`src/rtl/pixel_pack_writer.sv`:
```
// Packs renderer pixels of a 1-bpp 256x256 bitmap into masked byte writes and drains them
// through a small FIFO to a synchronous RAM port. Define PIX_COUNT_EN to add the pix_count output.
module pixel_pack_writer #(
    parameter int unsigned FIFO_DEPTH = 4,
    parameter int unsigned TIMEOUT    = 16
) (
    input  logic        clk,
    input  logic        reset,
    input  logic        po,
    input  logic [7:0]  xo,
    input  logic [7:0]  yo,
    input  logic        flush,
    input  logic        clr,
    output logic        mem_we,
    output logic [12:0] mem_addr,
    output logic [7:0]  mem_wdata,
    output logic [7:0]  mem_wmask,
    input  logic        mem_ready,
    output logic        overflow,
    output logic        idle
`ifdef PIX_COUNT_EN
    ,
    output logic [15:0] pix_count
`endif
);
    localparam int unsigned PW = $clog2(FIFO_DEPTH);
    localparam int unsigned CW = PW + 1;
    localparam logic [CW-1:0] FULL_CNT = CW'(FIFO_DEPTH);
    localparam logic [CW-1:0] CNT_ONE  = CW'(32'd1);
    localparam logic [CW-1:0] CNT_ZERO = CW'(32'd0);
    localparam logic [PW-1:0] PTR_ONE  = PW'(32'd1);
    localparam bit            TMO_EN   = (TIMEOUT != 32'd0);
    localparam logic [7:0]    TMO_LAST = 8'((TIMEOUT == 32'd0) ? 32'd0 : (TIMEOUT - 32'd1));

    logic [12:0]   acc_addr_q, acc_addr_d;
    logic [7:0]    acc_mask_q, acc_mask_d;
    logic          acc_v_q, acc_v_d;
    logic          dfl_q, dfl_d;
    logic [7:0]    tmo_q, tmo_d;
    logic [PW-1:0] wr_ptr_q, wr_ptr_d;
    logic [PW-1:0] rd_ptr_q, rd_ptr_d;
    logic [CW-1:0] cnt_q, cnt_d;
    logic          ovf_q, ovf_d;
    logic          mem_we_q, mem_we_d;
    logic [12:0]   mem_addr_q, mem_addr_d;
    logic [7:0]    mem_wmask_q, mem_wmask_d;
    logic          idle_q, idle_d;
    logic [12:0]   fifo_addr_q [FIFO_DEPTH];
    logic [7:0]    fifo_mask_q [FIFO_DEPTH];

    logic [12:0]   pix_addr_s;
    logic [7:0]    pix_bit_s;
    logic          push_s;
    logic          pop_s;
    logic          wr_en_s;
    logic          drop_s;

    // Accumulator, deferred flush and idle-timeout: decides when the pending byte is pushed.
    always_comb begin
        pix_addr_s = {yo, xo[7:3]};
        pix_bit_s  = 8'd1 << xo[2:0];
        acc_addr_d = acc_addr_q;
        acc_mask_d = acc_mask_q;
        acc_v_d    = acc_v_q;
        dfl_d      = dfl_q;
        tmo_d      = 8'd0;
        push_s     = 1'b0;
        if (po) begin
            dfl_d      = dfl_q | flush;
            acc_v_d    = 1'b1;
            acc_addr_d = pix_addr_s;
            if (acc_v_q && (acc_addr_q == pix_addr_s)) begin
                acc_mask_d = acc_mask_q | pix_bit_s;
            end else begin
                acc_mask_d = pix_bit_s;
                push_s     = acc_v_q;
            end
        end else if (flush || dfl_q) begin
            push_s  = acc_v_q;
            acc_v_d = 1'b0;
            dfl_d   = 1'b0;
        end else if (acc_v_q && TMO_EN) begin
            if (tmo_q == TMO_LAST) begin
                push_s  = 1'b1;
                acc_v_d = 1'b0;
            end else begin
                tmo_d = tmo_q + 8'd1;
            end
        end else begin
            tmo_d = 8'd0;
        end
    end

    // FIFO bookkeeping; a pop in the same cycle makes room for a push into a full FIFO.
    always_comb begin
        pop_s   = (cnt_q != CNT_ZERO) && mem_ready;
        wr_en_s = push_s && ((cnt_q != FULL_CNT) || pop_s);
        drop_s  = push_s && !wr_en_s;
        if (wr_en_s) begin
            wr_ptr_d = wr_ptr_q + PTR_ONE;
        end else begin
            wr_ptr_d = wr_ptr_q;
        end
        if (pop_s) begin
            rd_ptr_d = rd_ptr_q + PTR_ONE;
        end else begin
            rd_ptr_d = rd_ptr_q;
        end
        case ({wr_en_s, pop_s})
            2'b10:   cnt_d = cnt_q + CNT_ONE;
            2'b01:   cnt_d = cnt_q - CNT_ONE;
            default: cnt_d = cnt_q;
        endcase
        if (drop_s) begin
            ovf_d = 1'b1;
        end else if (clr) begin
            ovf_d = 1'b0;
        end else begin
            ovf_d = ovf_q;
        end
    end

    // Next-state view of the FIFO head so the RAM-side outputs come straight from flops.
    always_comb begin
        mem_we_d = (cnt_d != CNT_ZERO);
        idle_d   = !acc_v_d && (cnt_d == CNT_ZERO) && !dfl_d;
        if (wr_en_s && (wr_ptr_q == rd_ptr_d)) begin
            mem_addr_d  = acc_addr_q;
            mem_wmask_d = acc_mask_q;
        end else begin
            mem_addr_d  = fifo_addr_q[rd_ptr_d];
            mem_wmask_d = fifo_mask_q[rd_ptr_d];
        end
    end

    // Control and output registers.
    always_ff @(posedge clk or posedge reset) begin
        if (reset) begin
            acc_addr_q  <= 13'd0;
            acc_mask_q  <= 8'd0;
            acc_v_q     <= 1'b0;
            dfl_q       <= 1'b0;
            tmo_q       <= 8'd0;
            wr_ptr_q    <= {PW{1'b0}};
            rd_ptr_q    <= {PW{1'b0}};
            cnt_q       <= CNT_ZERO;
            ovf_q       <= 1'b0;
            mem_we_q    <= 1'b0;
            mem_addr_q  <= 13'd0;
            mem_wmask_q <= 8'd0;
            idle_q      <= 1'b1;
        end else begin
            acc_addr_q  <= acc_addr_d;
            acc_mask_q  <= acc_mask_d;
            acc_v_q     <= acc_v_d;
            dfl_q       <= dfl_d;
            tmo_q       <= tmo_d;
            wr_ptr_q    <= wr_ptr_d;
            rd_ptr_q    <= rd_ptr_d;
            cnt_q       <= cnt_d;
            ovf_q       <= ovf_d;
            mem_we_q    <= mem_we_d;
            mem_addr_q  <= mem_addr_d;
            mem_wmask_q <= mem_wmask_d;
            idle_q      <= idle_d;
        end
    end

    // FIFO storage.
    always_ff @(posedge clk or posedge reset) begin
        if (reset) begin
            for (int i = 0; i < FIFO_DEPTH; i++) begin
                fifo_addr_q[i] <= 13'd0;
                fifo_mask_q[i] <= 8'd0;
            end
        end else if (wr_en_s) begin
            fifo_addr_q[wr_ptr_q] <= acc_addr_q;
            fifo_mask_q[wr_ptr_q] <= acc_mask_q;
        end
    end

`ifdef PIX_COUNT_EN
    logic [15:0] pix_count_q, pix_count_d;

    // Saturating pixel counter; a clr in the same cycle as a pixel leaves a count of one.
    always_comb begin
        if (clr) begin
            pix_count_d = po ? 16'd1 : 16'd0;
        end else if (po && (pix_count_q != 16'hFFFF)) begin
            pix_count_d = pix_count_q + 16'd1;
        end else begin
            pix_count_d = pix_count_q;
        end
    end

    // Pixel counter register.
    always_ff @(posedge clk or posedge reset) begin
        if (reset) begin
            pix_count_q <= 16'd0;
        end else begin
            pix_count_q <= pix_count_d;
        end
    end

    assign pix_count = pix_count_q;
`endif

    assign mem_we    = mem_we_q;
    assign mem_addr  = mem_addr_q;
    assign mem_wmask = mem_wmask_q;
    assign mem_wdata = 8'hFF;
    assign overflow  = ovf_q;
    assign idle      = idle_q;

endmodule

```
`config.mk`:
```
export PLATFORM = sky130hd
export DESIGN_NAME = pixel_pack_writer
export DESIGN_NICKNAME = d
export VERILOG_FILES = /design/src/rtl/pixel_pack_writer.sv
export SDC_FILE = /design/constraint.sdc
export NUM_CORES = 1
export LEC_CHECK = 0
export CORE_MARGIN = 2
export CORE_UTILIZATION = 50
export CTS_CLUSTER_DIAMETER = 80
export CTS_CLUSTER_SIZE = 20
export DETAILED_ROUTE_END_ITERATION = 12
export PLACE_DENSITY_LB_ADDON = 0.2
export SETUP_SLACK_MARGIN = 0.4
export SYNTH_ARGS = -nofsm -noshare
export SYNTH_HDL_FRONTEND = slang
export SYNTH_SLANG_ARGS = --single-unit
export TNS_END_PERCENT = 5
```
`constraint.sdc`:
```
create_clock -name clk -period 8.01 [get_ports clk]
set_input_delay 1.2015 -clock clk [delete_from_list [all_inputs] [get_ports clk]]
set_output_delay 1.2015 -clock clk [all_outputs]
set_load 0.02 [all_outputs]
```
* After elaboration in Yosys (flattened, before gate mapping)
Index checks and enable logic that the tools add are counted.
Cells by class: add/subtract/negate cells 5, equality and inequality tests 6, reductions and logical operators 17, bitwise logic cells 4, shift-type cells 1, $lt $le $gt $ge 3, mux-type cells 34
Operators with widths (number):
- $mux 8 | 9
- $bwmux 52 | 1
- $mux 13 | 4
- $bwmux 32 | 1
- $bmux 13 s2 | 1
- $demux 13 s2 | 1
- $bmux 8 s2 | 1
- $demux 8 s2 | 1
- $eq 13x13->1 | 1
- $mux 1 | 13
- $add 8x1->8 const B | 1
- $eq 8x4->1 const B | 1
- $logic_and 1x1->1 | 8
- $or 8x8->8 | 1
- $shl 1x3->8 const A | 1
- $ge 3x3->1 const B | 2
- $not 2->3 | 2
- $pmux 3 s2 | 1
- $reduce_bool 3->1 | 2
- $add 2x1->2 const B | 2
- $add 3x1->3 const B | 1
- $logic_not 1->1 | 3
- $logic_not 3->1 | 1
- $lt 3x1->1 const B | 1
- 9 further kinds | 10
Word-level totals: flip-flop bits (word level) 146, output and inout port bits 32, word-level logic and storage cells 91

* Depth between registers and ports, before layout
depth in word-level cells 11, gate-level depth with buffers 14, depth with buffers taken out 13

* Worst setup path after synthesis
OpenSTA, ideal clock, no wires.
path kind in2reg, from input mem_ready, to register idle_q, in the netlist idle, buffers on the path 1, library setup time 67 ps, path slack 4415 ps, cell stages on the path 10, required time 7943 ps, arrival time 3528 ps, path through or4b_1 -> and3_1 -> buf_6 -> and2_1 -> inv_1 -> ha_1 -> fa_1 -> mux2_2 -> or3_1 -> nor2_1
Between the ends: cells in the longest elaborated chain, start to end 8, elaborated cells on any way between the ends 9, those cells by class eq/ne: 2; mux: 1; reduce/logical: 6
Ends and longest elaborated chain:
- from (decl) | RTL line 18 | input logic mem_ready,
- $logic_and 1x1->1 (*) | RTL line 96 | pop_s = (cnt_q != CNT_ZERO) && mem_ready;
- $logic_or 1x1->1 | RTL line 97 | wr_en_s = push_s && ((cnt_q != FULL_CNT) || pop_s);
- $logic_and 1x1->1 | RTL line 97
- $eq 2x1->1 or $eq 2x2->1 (tied branches) | RTL line 109 | case ({wr_en_s, pop_s})
- $pmux 3 s2 (*) | RTL line 109
- net cnt_d[1] | RTL line 42 | logic [CW-1:0] cnt_q, cnt_d;
- $logic_not 3->1 (*) | RTL line 126 | idle_d = !acc_v_d && (cnt_d == CNT_ZERO) && !dfl_d;
- $logic_and 1x1->1 (*) (2 in a row) | RTL line 126
- net idle_d | RTL line 47 | logic idle_q, idle_d;
- to (signal assigned) | RTL line 165 | idle_q <= idle_d;
- to (decl) | RTL line 47
The timed path passes the listed nets; every way through them passes the cells marked *. A chain may end at the register's enable or synchronous reset.

* Worst setup path after layout
from input yo[5], to register idle_q, in the netlist idle
Between the ends: cells in the longest elaborated chain, start to end 10, elaborated cells on any way between the ends 11, those cells by class eq/ne: 3; mux: 3; reduce/logical: 5
Ends and longest elaborated chain:
- from (decl) | RTL line 11 | input logic [7:0] yo,
- $eq 13x13->1 (*) | RTL line 72 | if (acc_v_q && (acc_addr_q == pix_addr_s)) begin
- $logic_and 1x1->1 (*) | RTL line 72
- $mux 1 (*) | RTL line 72
- $mux 1 (*) | RTL line 68 | if (po) begin
- $logic_and 1x1->1 (*) | RTL line 97
- $eq 2x1->1 or $eq 2x2->1 (tied branches) | RTL line 109
- $pmux 3 s2 (*) | RTL line 109
- net cnt_d[1] | RTL line 42
- $logic_not 3->1 (*) | RTL line 126
- $logic_and 1x1->1 (*) (2 in a row) | RTL line 126
- net idle_d | RTL line 47
Marked as above.

==> impl_results.md <==
- Synth Flop Type: dfrtp_1
- CP Launch Type: input pin
- Overall global routing resource usage: 21.57%
- RePlAce Congestion: 0.7394
- Final setup fails: 0
- RSZ-0062 raised after global routing: false
- Post-synth EDFFs: 0
- Syn Inst Count: 566
- Final wirelength: 14.75 mm
- Clock power share: 24.5%
- Cts repair resizes: 0
- Max incr delay on CP: 0.49 ns
- Fin nets: 637
- Row cnt: 43
- Gr ovfl total: 0
- Fin crit period: 4.084 ns
- Pwr/cell area: 405.2 nW/µm²
- LEAKAGE: 3.605 nW
- Vias post-DR: 4511
- # hold bufs at CTS: 0
- Worst Path Required: 8.37 ns
- First-pass GRT wire length: 24.05 mm
- CTS max path bufs: 2
- # IOs: 54
- # clock sinks: 146
- Setup TNS: 0 ns
- Hold_ws: 0.4680 ns
- Initial antenna violation count: 0
- Outcome: finished, final reports clean
- Router iterations before antenna repair: 4
- DRC Markers: 0
- Critical path type: in -> reg
- Die height: 122.1 µm
- Max-slew violation count: 0
- Tcrit/Tclk final: 50.99%
- Initial Util: 50.67%
- Die W: 122.1 µm
- Most common library cells after synthesis: dfrtp_1, mux2_2, o21ai_0, mux2i_1, nor2_1
- Final worst clock skew: 0.007313 ns
- Synth warnings: 0
- CTS root buf: clkbuf_16
- Initial drt markers: 348
- Slowest stage cell on the critical path: nor4_2
- Overall die area: 14920 µm²
- Synthesized flop and latch total: 146
- Switching share of power: 33.53%
- CTS tree: yes
- DRT antenna net count: 0
- Internal power: 2.189 mW
- Seq pwr share: 36.5%
- Critical Path AT: 4.44 ns
- Core Region: 13770 µm²
- Hpwl dp: 9.005 mm
- Layout area overhead: 16.44%
- CP Cell Sequence: clkdlybuf4s50_1 > xor2_1 > nor4_2 > nand4_2 > and2_1 > inv_1 > ha_1 > fa_1 > mux2_2 > or3_1 > nor2_1
- Max Cap Viol: 0
- Register area share after synthesis: 52.37%
- Most area-hungry cell type in the Yosys netlist: dfrtp_1
- Worst VDD drop: 0.2408 mV
- Worst-Margin Slew: 1.128 ns
- Number of global-route vias before repair: 4626
- CTS clk-pin slew, worst paths: 0.06 ns
- Port bufs: 45
- Async SR Flop Fraction: 100.0%
- Post-synth top area share: 51.99%
- Num CTS Buffers: 17
- Top cells by area, synth: dfrtp_1, mux2_2, mux2i_1, o21ai_0, mux2_4
- Clock latency at the later pin of the worst-skew pair: 0.42 ns
- Routed length per placed instance: 18.43 µm
- Relative slew slack: 24.77%
- Vias/cell: 5.639
- Most frequent cell after synthesis: dfrtp_1
- Synth Cell Area: 6979 µm²
- Max frequency: 0.2448 GHz
- Syn_area_per_cell: 12.33 µm²
- Crit. End Element: flop
- Largest net degree at the start of global routing: 92
- Worst-path fanout max: 8
- Final Hold Fails: 0
- Setup bufs post-CTS: 0
- Inserted Diodes: 0
- Hold Path Class: reg -> reg
- Total power: 3.293 mW
- Comb power frac: 39.0%
- Synth cell types: 49
- Net switching power: 1.104 mW
- CTS H-tree depth: 4
- Share of cells above drive strength 1: 24.03%
## sequential cells by signal, indices dropped and copies added, names as in the netlist
| name | flops |
|---|---|
| acc_addr_q | 13 |
| acc_mask_q | 8 |
| acc_v_q | 1 |
| cnt_q | 3 |
| dfl_q | 1 |
| fifo_addr_q | 52 |
| fifo_mask_q | 32 |
| idle | 1 |
| mem_addr | 13 |
| mem_we | 1 |
| mem_wmask | 8 |
| overflow | 1 |
| rd_ptr_q | 2 |
| tmo_q | 8 |
| wr_ptr_q | 2 |
## critical path: cells and delay by family
kind / cells / cell delay (ns)
XOR/XNOR: 1 / 0.17
AND/OR/NAND/NOR: 5 / 1.66
multiplexers: 1 / 0.28
adder cells (fa/ha/maj): 2 / 0.61
buffers and inverters: 2 / 0.51
## area by class of cell
| class | instances | area (µm²) |
|---|---|---|
| repair buffers | 55 | 525.5 |
| clock buffers | 20 | 436.7 |
| fillers | 1105 | 5647 |
| well taps | 180 | 225.2 |
| flip-flops and latches | 146 | 3655 |
| multi-input cells | 368 | 3042 |
| inverters | 20 | 80.08 |
| clock inverters | 11 | 162.7 |
## power by group through the flow
stage | logic, mW | clock network [mW] | registers, mW
after CTS | 1.29 | 0.825 | 1.20
final | 1.29 | 0.806 | 1.20
after floorplan | 0.909 | 0 | 1.23
after global placement | 1.24 | 0 | 1.19
after detailed placement | 1.28 | 0 | 1.21
after global routing | 1.40 | 0.857 | 1.24
## cell usage in the layout, fill, tap and decap left out, types with 2 or more instances in the layout
cell             netlist  layout
dfrtp_1              145     145
mux2_2                89      89
clkdlybuf4s50_1        0      45
o21ai_0               38      38
mux2i_1               30      30
nor2_1                29      29
nand2_1               19      19
inv_1                 19      18
xor2_1                17      17
clkbuf_16              0      17
and3_1                15      15
nor3b_1               13      13
a21oi_1               13      13
mux2_4                11      11
a211oi_1              11      11
xnor2_1               10      10
buf_4                 16      10
o221ai_1               9       9
nand3_1                8       8
mux2_1                 8       8
conb_1                 1       8
ha_1                   6       6
a32o_1                 4       4
clkinv_2               0       4
bufinv_16              0       4
nor4_2                 3       3
nor3_1                 3       3
o2bb2ai_1              3       3
clkinvlp_4             0       3
clkbuf_1              15       3
nand4_1                2       2
nor2b_1                2       2
## path summary, 6_finish.rpt
| check | from | to | slack [ns] | cells after the start |
|---|---|---|---|---|
| min in group asynchronous | reset | fifo_addr_q[7] | 1.33 | 2 |
| worst max-delay path | yo[5] | idle | 3.93 | 11 |
| worst min register to register | tmo_q[0] | tmo_q[0] | 0.47 | 1 |
| worst max register to register | acc_addr_q[10] | idle | 4.67 | 10 |
| worst min-delay path | tmo_q[0] | tmo_q[0] | 0.47 | 1 |
| max in group asynchronous | reset | fifo_addr_q[28] | 5.46 | 3 |
## cell families after synthesis
kind of cell | synth area share (%)
other | 0.05373
flip-flops | 52.37
multiplexers | 22.32
adder cells (fa/ha/maj) | 1.362
AND/OR/NAND/NOR | 7.799
AO/OA/AOI/OAI | 8.283
buffers and inverters | 4.428
XOR/XNOR | 3.388
## routing by layer
| metal | up-vias | global-route usage (%) | part of all wire, % |
|---|---|---|---|
| met3 | 20 | 4.635 | 5.1 |
| met1 | 2280 | 28.48 | 44 |
| met5 | - | 0 | 0 |
| met2 | 123 | 34.67 | 49 |
| li1 | 2088 | - | - |
| met4 | 0 | 8.908 | 1.8 |
## through the flow
stage	area, µm²	setup WS (ns)	instances	utilization, %
floorplan	7005	2.887	573	-
global placement	7527	3.600	769	54.65
detailed placement	7527	3.504	769	54.65
CTS	8127	3.913	800	59.00
global route	8127	3.706	800	59.00
finish	8127	3.926	800	59.00
No activity file was read; power rests on OpenSTA's default activity.
